`src/rtl/thresh_linebuf.sv`:
```
// Double-threshold classifier with a two-row line buffer; emits one 3-pixel column (rows y-2, y-1, y) per accepted pixel.
// Optional build macro THRESH_BORDER_ZERO_EN forces frame-border pixels to class 0.
module thresh_linebuf #(
  parameter int IMG_WIDTH  = 960,
  parameter int IMG_HEIGHT = 720,
  parameter int MAG_WIDTH  = 8,
  parameter int BIT_LENGTH = 5,
  parameter int LOW_TH     = 20,
  parameter int HIGH_TH    = 50
) (
  input  logic                  clk,
  input  logic                  reset,
  input  logic                  start,
  input  logic                  enable,
  input  logic [MAG_WIDTH-1:0]  mag_in,
  output logic [BIT_LENGTH-1:0] pixel_out0,
  output logic [BIT_LENGTH-1:0] pixel_out1,
  output logic [BIT_LENGTH-1:0] pixel_out2,
  output logic                  valid_out,
  output logic                  frame_done,
  output logic                  stall_err
);

  localparam int CW = (IMG_WIDTH  > 2) ? $clog2(IMG_WIDTH)  : 1;
  localparam int RW = (IMG_HEIGHT > 4) ? $clog2(IMG_HEIGHT) : 2;
  localparam logic [CW-1:0] COL_LAST = CW'(IMG_WIDTH - 1);
  localparam logic [RW-1:0] ROW_LAST = RW'(IMG_HEIGHT - 1);

  typedef enum logic [1:0] {S_IDLE, S_FILL, S_STREAM, S_DONE} state_t;

  state_t                state_q, state_d;
  logic [CW-1:0]         col_q, col_d;
  logic [RW-1:0]         row_q, row_d;
  logic                  stall_q, stall_d;
  logic                  pend_q, pend_d;
  logic                  valid_q, valid_d;
  logic                  fdone_q, fdone_d;
  logic [BIT_LENGTH-1:0] p0_q, p0_d, p1_q, p1_d, p2_q, p2_d;

  logic [1:0] lb_a [IMG_WIDTH];
  logic [1:0] lb_b [IMG_WIDTH];
  logic [1:0] rd_a, rd_b, cls;
  logic       accept, col_last, row_last;

  assign accept   = enable && (state_q != S_DONE);
  assign col_last = (col_q == COL_LAST);
  assign row_last = (row_q == ROW_LAST);
  assign rd_a     = lb_a[col_q];
  assign rd_b     = lb_b[col_q];

  always_comb begin
    // NOTE: every combinational output gets a default first so no path leaves it unassigned (no latch).
    cls = 2'd0;
    if (mag_in >= MAG_WIDTH'(HIGH_TH))     cls = 2'd2;
    else if (mag_in >= MAG_WIDTH'(LOW_TH)) cls = 2'd1;
`ifdef THRESH_BORDER_ZERO_EN
    if (row_q == '0 || row_last || col_q == '0 || col_last) cls = 2'd0;
`endif
  end

  always_comb begin
    state_d = state_q;
    col_d   = col_q;
    row_d   = row_q;
    stall_d = stall_q;
    pend_d  = 1'b0;
    fdone_d = pend_q;
    valid_d = 1'b0;
    p0_d    = '0;
    p1_d    = '0;
    p2_d    = '0;

    unique case (state_q)
      S_IDLE:   if (enable) state_d = S_FILL;
      S_FILL:   if (enable && row_q == RW'(1) && col_last) state_d = S_STREAM;
      S_STREAM: begin
        if (enable && row_last && col_last) begin
          state_d = S_DONE;
          pend_d  = 1'b1;
        end else if (!enable) begin
          // Downstream treats a valid_out drop as end of data, so a gap is only flagged.
          stall_d = 1'b1;
        end
      end
      S_DONE: begin
        if (start) begin
          state_d = S_IDLE;
          col_d   = '0;
          row_d   = '0;
          stall_d = 1'b0;
        end
      end
      default: state_d = S_IDLE;
    endcase

    if (accept) begin
      if (col_last) begin
        col_d = '0;
        row_d = row_q + RW'(1);
      end else begin
        col_d = col_q + CW'(1);
      end
      if (row_q >= RW'(2)) begin
        valid_d = 1'b1;
        p0_d    = BIT_LENGTH'(rd_a);
        p1_d    = BIT_LENGTH'(rd_b);
        p2_d    = BIT_LENGTH'(cls);
      end
    end
  end

  // NOTE: sequential state uses non-blocking assignments so all registers update from the same pre-edge values.
  always_ff @(posedge clk or negedge reset) begin
    if (!reset) begin
      state_q <= S_IDLE;
      col_q   <= '0;
      row_q   <= '0;
      stall_q <= 1'b0;
      pend_q  <= 1'b0;
      fdone_q <= 1'b0;
      valid_q <= 1'b0;
      p0_q    <= '0;
      p1_q    <= '0;
      p2_q    <= '0;
    end else begin
      state_q <= state_d;
      col_q   <= col_d;
      row_q   <= row_d;
      stall_q <= stall_d;
      pend_q  <= pend_d;
      fdone_q <= fdone_d;
      valid_q <= valid_d;
      p0_q    <= p0_d;
      p1_q    <= p1_d;
      p2_q    <= p2_d;
    end
  end

  // NOTE: line buffers carry no reset; rows 0 and 1 overwrite every entry before it is ever emitted.
  always_ff @(posedge clk) begin
    if (accept) begin
      lb_a[col_q] <= rd_b;
      lb_b[col_q] <= cls;
    end
  end

  assign pixel_out0 = p0_q;
  assign pixel_out1 = p1_q;
  assign pixel_out2 = p2_q;
  assign valid_out  = valid_q;
  assign frame_done = fdone_q;
  assign stall_err  = stall_q;

endmodule

```
`config.mk`:
```
export PLATFORM = sky130hd
export DESIGN_NAME = thresh_linebuf
export DESIGN_NICKNAME = d
export VERILOG_FILES = /design/src/rtl/thresh_linebuf.sv
export SDC_FILE = /design/constraint.sdc
export NUM_CORES = 2
export LEC_CHECK = 0
export CAP_MARGIN = 30
export CORE_ASPECT_RATIO = 0.8
export CORE_UTILIZATION = 40
export CTS_CLUSTER_SIZE = 8
export DETAILED_ROUTE_END_ITERATION = 12
export PLACE_DENSITY = 0.53
export SKIP_CTS_REPAIR_TIMING = 1
export SKIP_LAST_GASP = 1
export SLEW_MARGIN = 20
export SYNTH_ARGS = -nofsm -noshare
export SYNTH_HDL_FRONTEND = slang
export SYNTH_SLANG_ARGS = --single-unit
```
`constraint.sdc`:
```
create_clock -name clk -period 22.1 [get_ports clk]
set_input_delay 5.525 -clock clk [delete_from_list [all_inputs] [get_ports clk]]
set_output_delay 5.525 -clock clk [all_outputs]
set_load 0.005 [all_outputs]
```
== Yosys cells after proc, flatten, opt, wreduce, memory -nomap -nowiden ==
Memories as Yosys holds them, arrays and structs flattened.
Index checks and enable logic that the tools add are counted.

* Word-level logic and storage cells: 73
* Input bits: 12
* Memory bits (writable): 3840
* Output and inout port bits: 18
* Memories kept: 2
* Bits in registers: 41

{| class="wikitable"
|+ Memory list
! name !! words !! width !! read ports !! clocked after Yosys merged registers in !! write ports !! line !! source
|-
| lb_a || 960 || 2 || 1 || 0 || 1 || 40 || <nowiki>logic [1:0] lb_a [IMG_WIDTH];</nowiki>
|-
| lb_b || 960 || 2 || 1 || 0 || 1 || 41 || <nowiki>logic [1:0] lb_b [IMG_WIDTH];</nowiki>
|}

* Muxes and demuxes: 31
* Equality and inequality tests: 13
* Reductions and logical operators: 12
* Add/subtract/negate cells: 2
* $lt $le $gt $ge: 3

{| class="wikitable"
|+ Operators with widths
! operator !! number
|-
| 10-bit 2-to-1 mux || 8
|-
| 2-bit 2-to-1 mux || 11
|-
| 10-bit by 1-bit adder with 10-bit output (second input constant) || 2
|-
| 10-bit == test (second input constant) || 2
|-
| 2-bit != test (second input constant) || 7
|-
| 10-bit by 1-bit == test with 1-bit output (second input constant) || 1
|-
| 10-bit by 2-bit >= comparator with 1-bit output (second input constant) || 1
|-
| 1-bit 2-to-1 mux || 10
|-
| 8-bit by 5-bit >= comparator with 1-bit output (second input constant) || 1
|-
| 8-bit by 6-bit >= comparator with 1-bit output (second input constant) || 1
|-
| 2-bit case mux with 4 select lines || 1
|-
| 4-bit AND reduction || 2
|-
| 2-bit nonzero test || 3
|-
| 1-bit logical AND || 5
|-
| 2-bit == test (second input constant) || 2
|-
| 2-bit by 1-bit == test with 1-bit output (second input constant) || 1
|-
| 2-bit zero test || 1
|-
| 1-bit case mux with 2 select lines || 1
|-
| 2-bit AND reduction || 1
|}

== Logic depth before layout (Yosys ltp) ==
* Depth after elaboration: 5
* Gate-level depth with buffers: 13
* Depth with buffers taken out: 9

== Worst setup path after synthesis ==
Ideal clock, no wire load.

* Kind: input-to-reg
* Start: input port mag_in[6]
* End: memory lb_b[0][0], data pin
* Arrival: 93.529 ns
* Path buffers: 0
* Setup slack: -84.564 ns
* Stages on the path: 3
* Data required time: 8.965 ns
* Setup time: 13.135 ns
* Path through: nor2_1 -> nand2_1 -> a21oi_1

* Word-level cells in the longest chain between the ends: 3
* Elaborated cells on any way between the ends: 4
* Those cells by class: order compare (2); mux (2)

{| class="wikitable"
|+ Ends and longest elaborated chain
! what !! line !! source
|-
| start, declared || 15 || <nowiki>input logic [MAG_WIDTH-1:0] mag_in,</nowiki>
|-
| 8-bit by 5-bit >= comparator with 1-bit output || 55 || <nowiki>else if (mag_in >= MAG_WIDTH'(LOW_TH)) cls = 2'd1;</nowiki>
|-
| 1-bit 2-to-1 mux || 55 ||
|-
| 2-bit 2-to-1 mux * || 54 || <nowiki>if (mag_in >= MAG_WIDTH'(HIGH_TH)) cls = 2'd2;</nowiki>
|-
| via cls[0] || 42 || <nowiki>logic [1:0] rd_a, rd_b, cls;</nowiki>
|-
| end, declared || 41 ||
|}

The timed path passes the listed nets; every way through them passes the cells marked *.

== Worst setup path after layout ==
* Start: register col_q[1]
* End: memory lb_a[780][0], data pin

* Word-level cells in the longest chain between the ends: 1

{| class="wikitable"
|+ Ends and longest elaborated chain
! what !! line !! source
|-
| start, declared || 32 || <nowiki>logic [CW-1:0] col_q, col_d;</nowiki>
|-
| start signal, assigned || 127 || <nowiki>col_q <= col_d;</nowiki>
|-
| memory read 960 x 2 bit || - ||
|-
| via rd_b[0] || 42 ||
|-
| end, declared || 40 ||
|}

The timed path passes the listed nets, and every way through them passes these cells.

==> flow_metrics.py <==
metrics = {
    "worst_hold_path": {
        "min_delay_worst_endpoint": "frame_done",
        "hold_depth": 0,
        "hp-class": "reg2reg",
        "hp-start": "fdone_d",
    },
    "layout": {
        "drive_above_1_share_pct": 12.9,
        "final_nets": 9046,
        "stdcell_area_mm2": 0.174,
        "nFillCells": 32100,
        "layout_commonest_cell": "edfxtp_1",
        "layout_common_cells": "3840 x edfxtp_1, 1463 x mux2i_1, 1116 x nor2_1",
        "area_delta_synth_final_pct": 13.8,
    },
    "power": {
        "total_power_mw": 21.4,
        "p_seq_share_pct": 43.6,
        "p_per_area_mw_per_mm2": 123,
        "internal_power_mw": 15.2,
        "swShare_pct": 28.7,
        "pwr-share-comb_pct": 21.1,
        "p_leak_nw": 55.2,
        "vdd_drop_max_uv": 197,
        "netSwitchingPower_mw": 6.14,
        "clockPowerShare_pct": 35.3,
    },
    "synthesis": {
        "ys_ff_latch": 3872,
        "synthCells": 8811,
        "avgSynthCellArea_um2": 17.3,
        "synth_cell_types": 68,
        "ys_seq_area_share_pct": 76.1,
        "synth_top_area_share_pct": 75.6,
        "synth_area_mm2": 0.153,
        "synth-edff-count": 3840,
        "synthArstFlopShare_pct": 0.826,
        "yosys_warnings": 0,
        "synth_area_leader_cell": "edfxtp_1",
        "synth_area_leaders": "edfxtp_1 76%, mux2i_1 9.6%, mux4_2 3.5%",
        "synth_flop_cell": "edfxtp_1",
    },
    "global_route": {
        "grt.overflow.total": 0,
        "grt_pass1_wl_mm": 642,
        "grt.total_usage_pct": 23.6,
        "grt_max_degree": 208,
        "grt_pass1_vias": 83300,
        "antenna_found_initial": 49,
    },
    "critical_path": {
        "crit_required_ps": 22540,
        "r2r-end": "lb_a[780][0]",
        "cp_max_fo": 202,
        "critPathKind": "reg2reg",
        "reg2reg_from": "col_q[1]",
        "startpoint_type": "register",
        "crit_arrival_ps": 9910,
        "crit_path_end_kind": "register",
        "reg2reg_depth": 16,
        "rrSetupSlack_ps": 12630,
    },
    "timing": {
        "finalCritPeriodShare_pct": 42.9,
        "worstMarginPinSlew_ps": 1130,
        "setup_ws_ps": 12630,
        "min_period_ps": 9470,
        "fmax_mhz": 106,
        "tns_ps": 0,
        "slew_viol_final": 0,
        "setup_viol_count_final": 0,
        "rsz0062_at_grt": "false",
        "clock-skew-final_ps": 61.0,
        "slew_headroom_pct": 24.8,
        "hold_violations": 0,
    },
    "outcome": {
        "status": "finished clean",
    },
    "route": {
        "drt-total-wl_mm": 462,
        "via_per_inst": 5.93,
        "ant_nets": 0,
        "routedWlPerCell_um": 32.7,
        "route.detailed.drc": 0,
        "drt_iter0_drc": 10900,
        "vias": 83700,
        "firstDrtPassIters": 6,
    },
    "floorplan": {
        "core_region_area_mm2": 0.379,
        "start_util_pct": 40.3,
        "die_w_um": 693,
        "die-area_mm2": 0.384,
        "rows": 202,
        "dieHeight_um": 554,
        "pin_count": 30,
    },
    "run": {
        "drv_cap": 0,
    },
    "cts": {
        "path_clk_slew_ps": 50,
        "clock_path_buffers": 4,
        "cts_max_level": 6,
        "clkLatencyLatePin_ps": 940,
        "clockRootBuffer": "clkbuf_16",
        "cts_buffers": 558,
        "cts.sinks": 3872,
        "cts_tree": "done",
    },
    "placed_design": {
        "gp_congestion": 0.809,
        "dp_worst_setup_slack_ps": 11840,
        "port_buffers": 19,
        "dpl.hpwl_mm": 264,
        "detailed_place.area_mm2": 0.158,
    },
}
==> cell usage after synthesis, types with 9 or more instances <==
library cell / number
nand3_1: 119
buf_1: 40
a31oi_1: 17
o21ai_0: 67
nand2_1: 165
nor3_1: 38
nor2b_1: 10
o2111ai_1: 9
nand4_1: 25
mux2i_1: 1463
ha_1: 12
o21bai_1: 11
and2_1: 9
o211ai_1: 20
buf_6: 27
a22oi_1: 61
clkbuf_1: 232
mux4_2: 237
o22ai_1: 627
nor2_1: 1117
dfrtp_1: 32
buf_2: 234
buf_4: 93
and3_1: 11
a21oi_1: 14
nor4_1: 184
edfxtp_1: 3840
inv_1: 14
==> power by group through the flow <==
stage               clock network (mW)  logic [mW]  registers, mW
global placement                     0        4.38           9.45
detailed placement                   0        4.51           9.44
finish                            7.55        4.50           9.30
CTS                               7.65        4.51           9.31
floorplan                            0        2.68           10.5
global route                      7.93        4.75           9.30
==> registers in the layout, summed over array words and instances (netlist names), 2 cells and up <==
name and count:
pixel_out0 2, state_q 2, pixel_out2 2, col_q 10, lb_b 1920, row_q 10, pixel_out1 2, lb_a 1920
==> stage by stage <==
stage	std cells	hold slack, ps	utilization (%)
floorplan	8819	331	-
global route	14100	370	45.8
finish	14100	359	45.8
CTS	14100	364	45.7
global placement	13400	343	41.7
detailed placement	13500	345	41.8
==> logic make-up (layout without fill, tap and decap cells) <==
group | Yosys count | count (layout) | synth area share [%]
compound gates | 863 | 863 | 3.63
mux | 1704 | 1704 | 13.1
other cells | 1 | 19 | 0.00246
flops | 3872 | 3872 | 76.1
simple gates | 1712 | 1712 | 4.87
fa+ha+maj | 12 | 12 | 0.0984
xor+xnor | 4 | 4 | 0.0230
buf+inv | 643 | 918 | 2.16
==> area by class of cell <==
| type | count | area, um2 | share of cell area [%] |
|---|---|---|---|
| timing repair buffer | 272 | 2520 | 1.45 |
| inverter | 14 | 52.6 | 0.0303 |
| clock inverter | 21 | 208 | 0.120 |
| multi-input combinational | 4304 | 33700 | 19.4 |
| tap | 4998 | 6250 | 3.60 |
| antenna | 10 | 25.0 | 0.0144 |
| clock buffer | 611 | 14700 | 8.48 |
| sequential | 3872 | 116000 | 66.9 |
==> worst max path at each step <==
stage              start           end  depth (start not counted)
3_5_place_dp   mag_in[2]  lb_b[872][0]                          7
2_1_floorplan  mag_in[2]    lb_b[0][0]                          3
6_report        col_q[1]  lb_a[780][0]                         16
5_1_grt         col_q[1]  lb_a[583][1]                         15
4_1_cts        mag_in[2]  lb_b[884][0]                          7
3_3_place_gp   mag_in[2]  lb_b[757][0]                          7
==> routing by layer <==
metal	track usage [%]	share of wire, %	routed length (um)	up-vias
li1	-	-	-	35100
met3	5.25	9.2	42600	712
met1	33.8	43	197000	43900
met5	0	0.021	96	-
met4	6.65	2.9	13400	14
met2	36.1	45	209000	3981
==> worst max-delay path, stage by stage (launching register included) <==
cell and delay [ps]:
dfrtp_4 900, buf_12 630, buf_4 750, buf_4 790
buf_4 690, mux2i_1 290, o22ai_1 110, nor4_1 660
nand3_1 420, nand3_1 350, nand4_1 340, nor2_1 460
nand2_4 430, buf_16 340, buf_4 360, buf_4 380
buf_12 350
No activity file was read; power rests on OpenSTA's default activity.
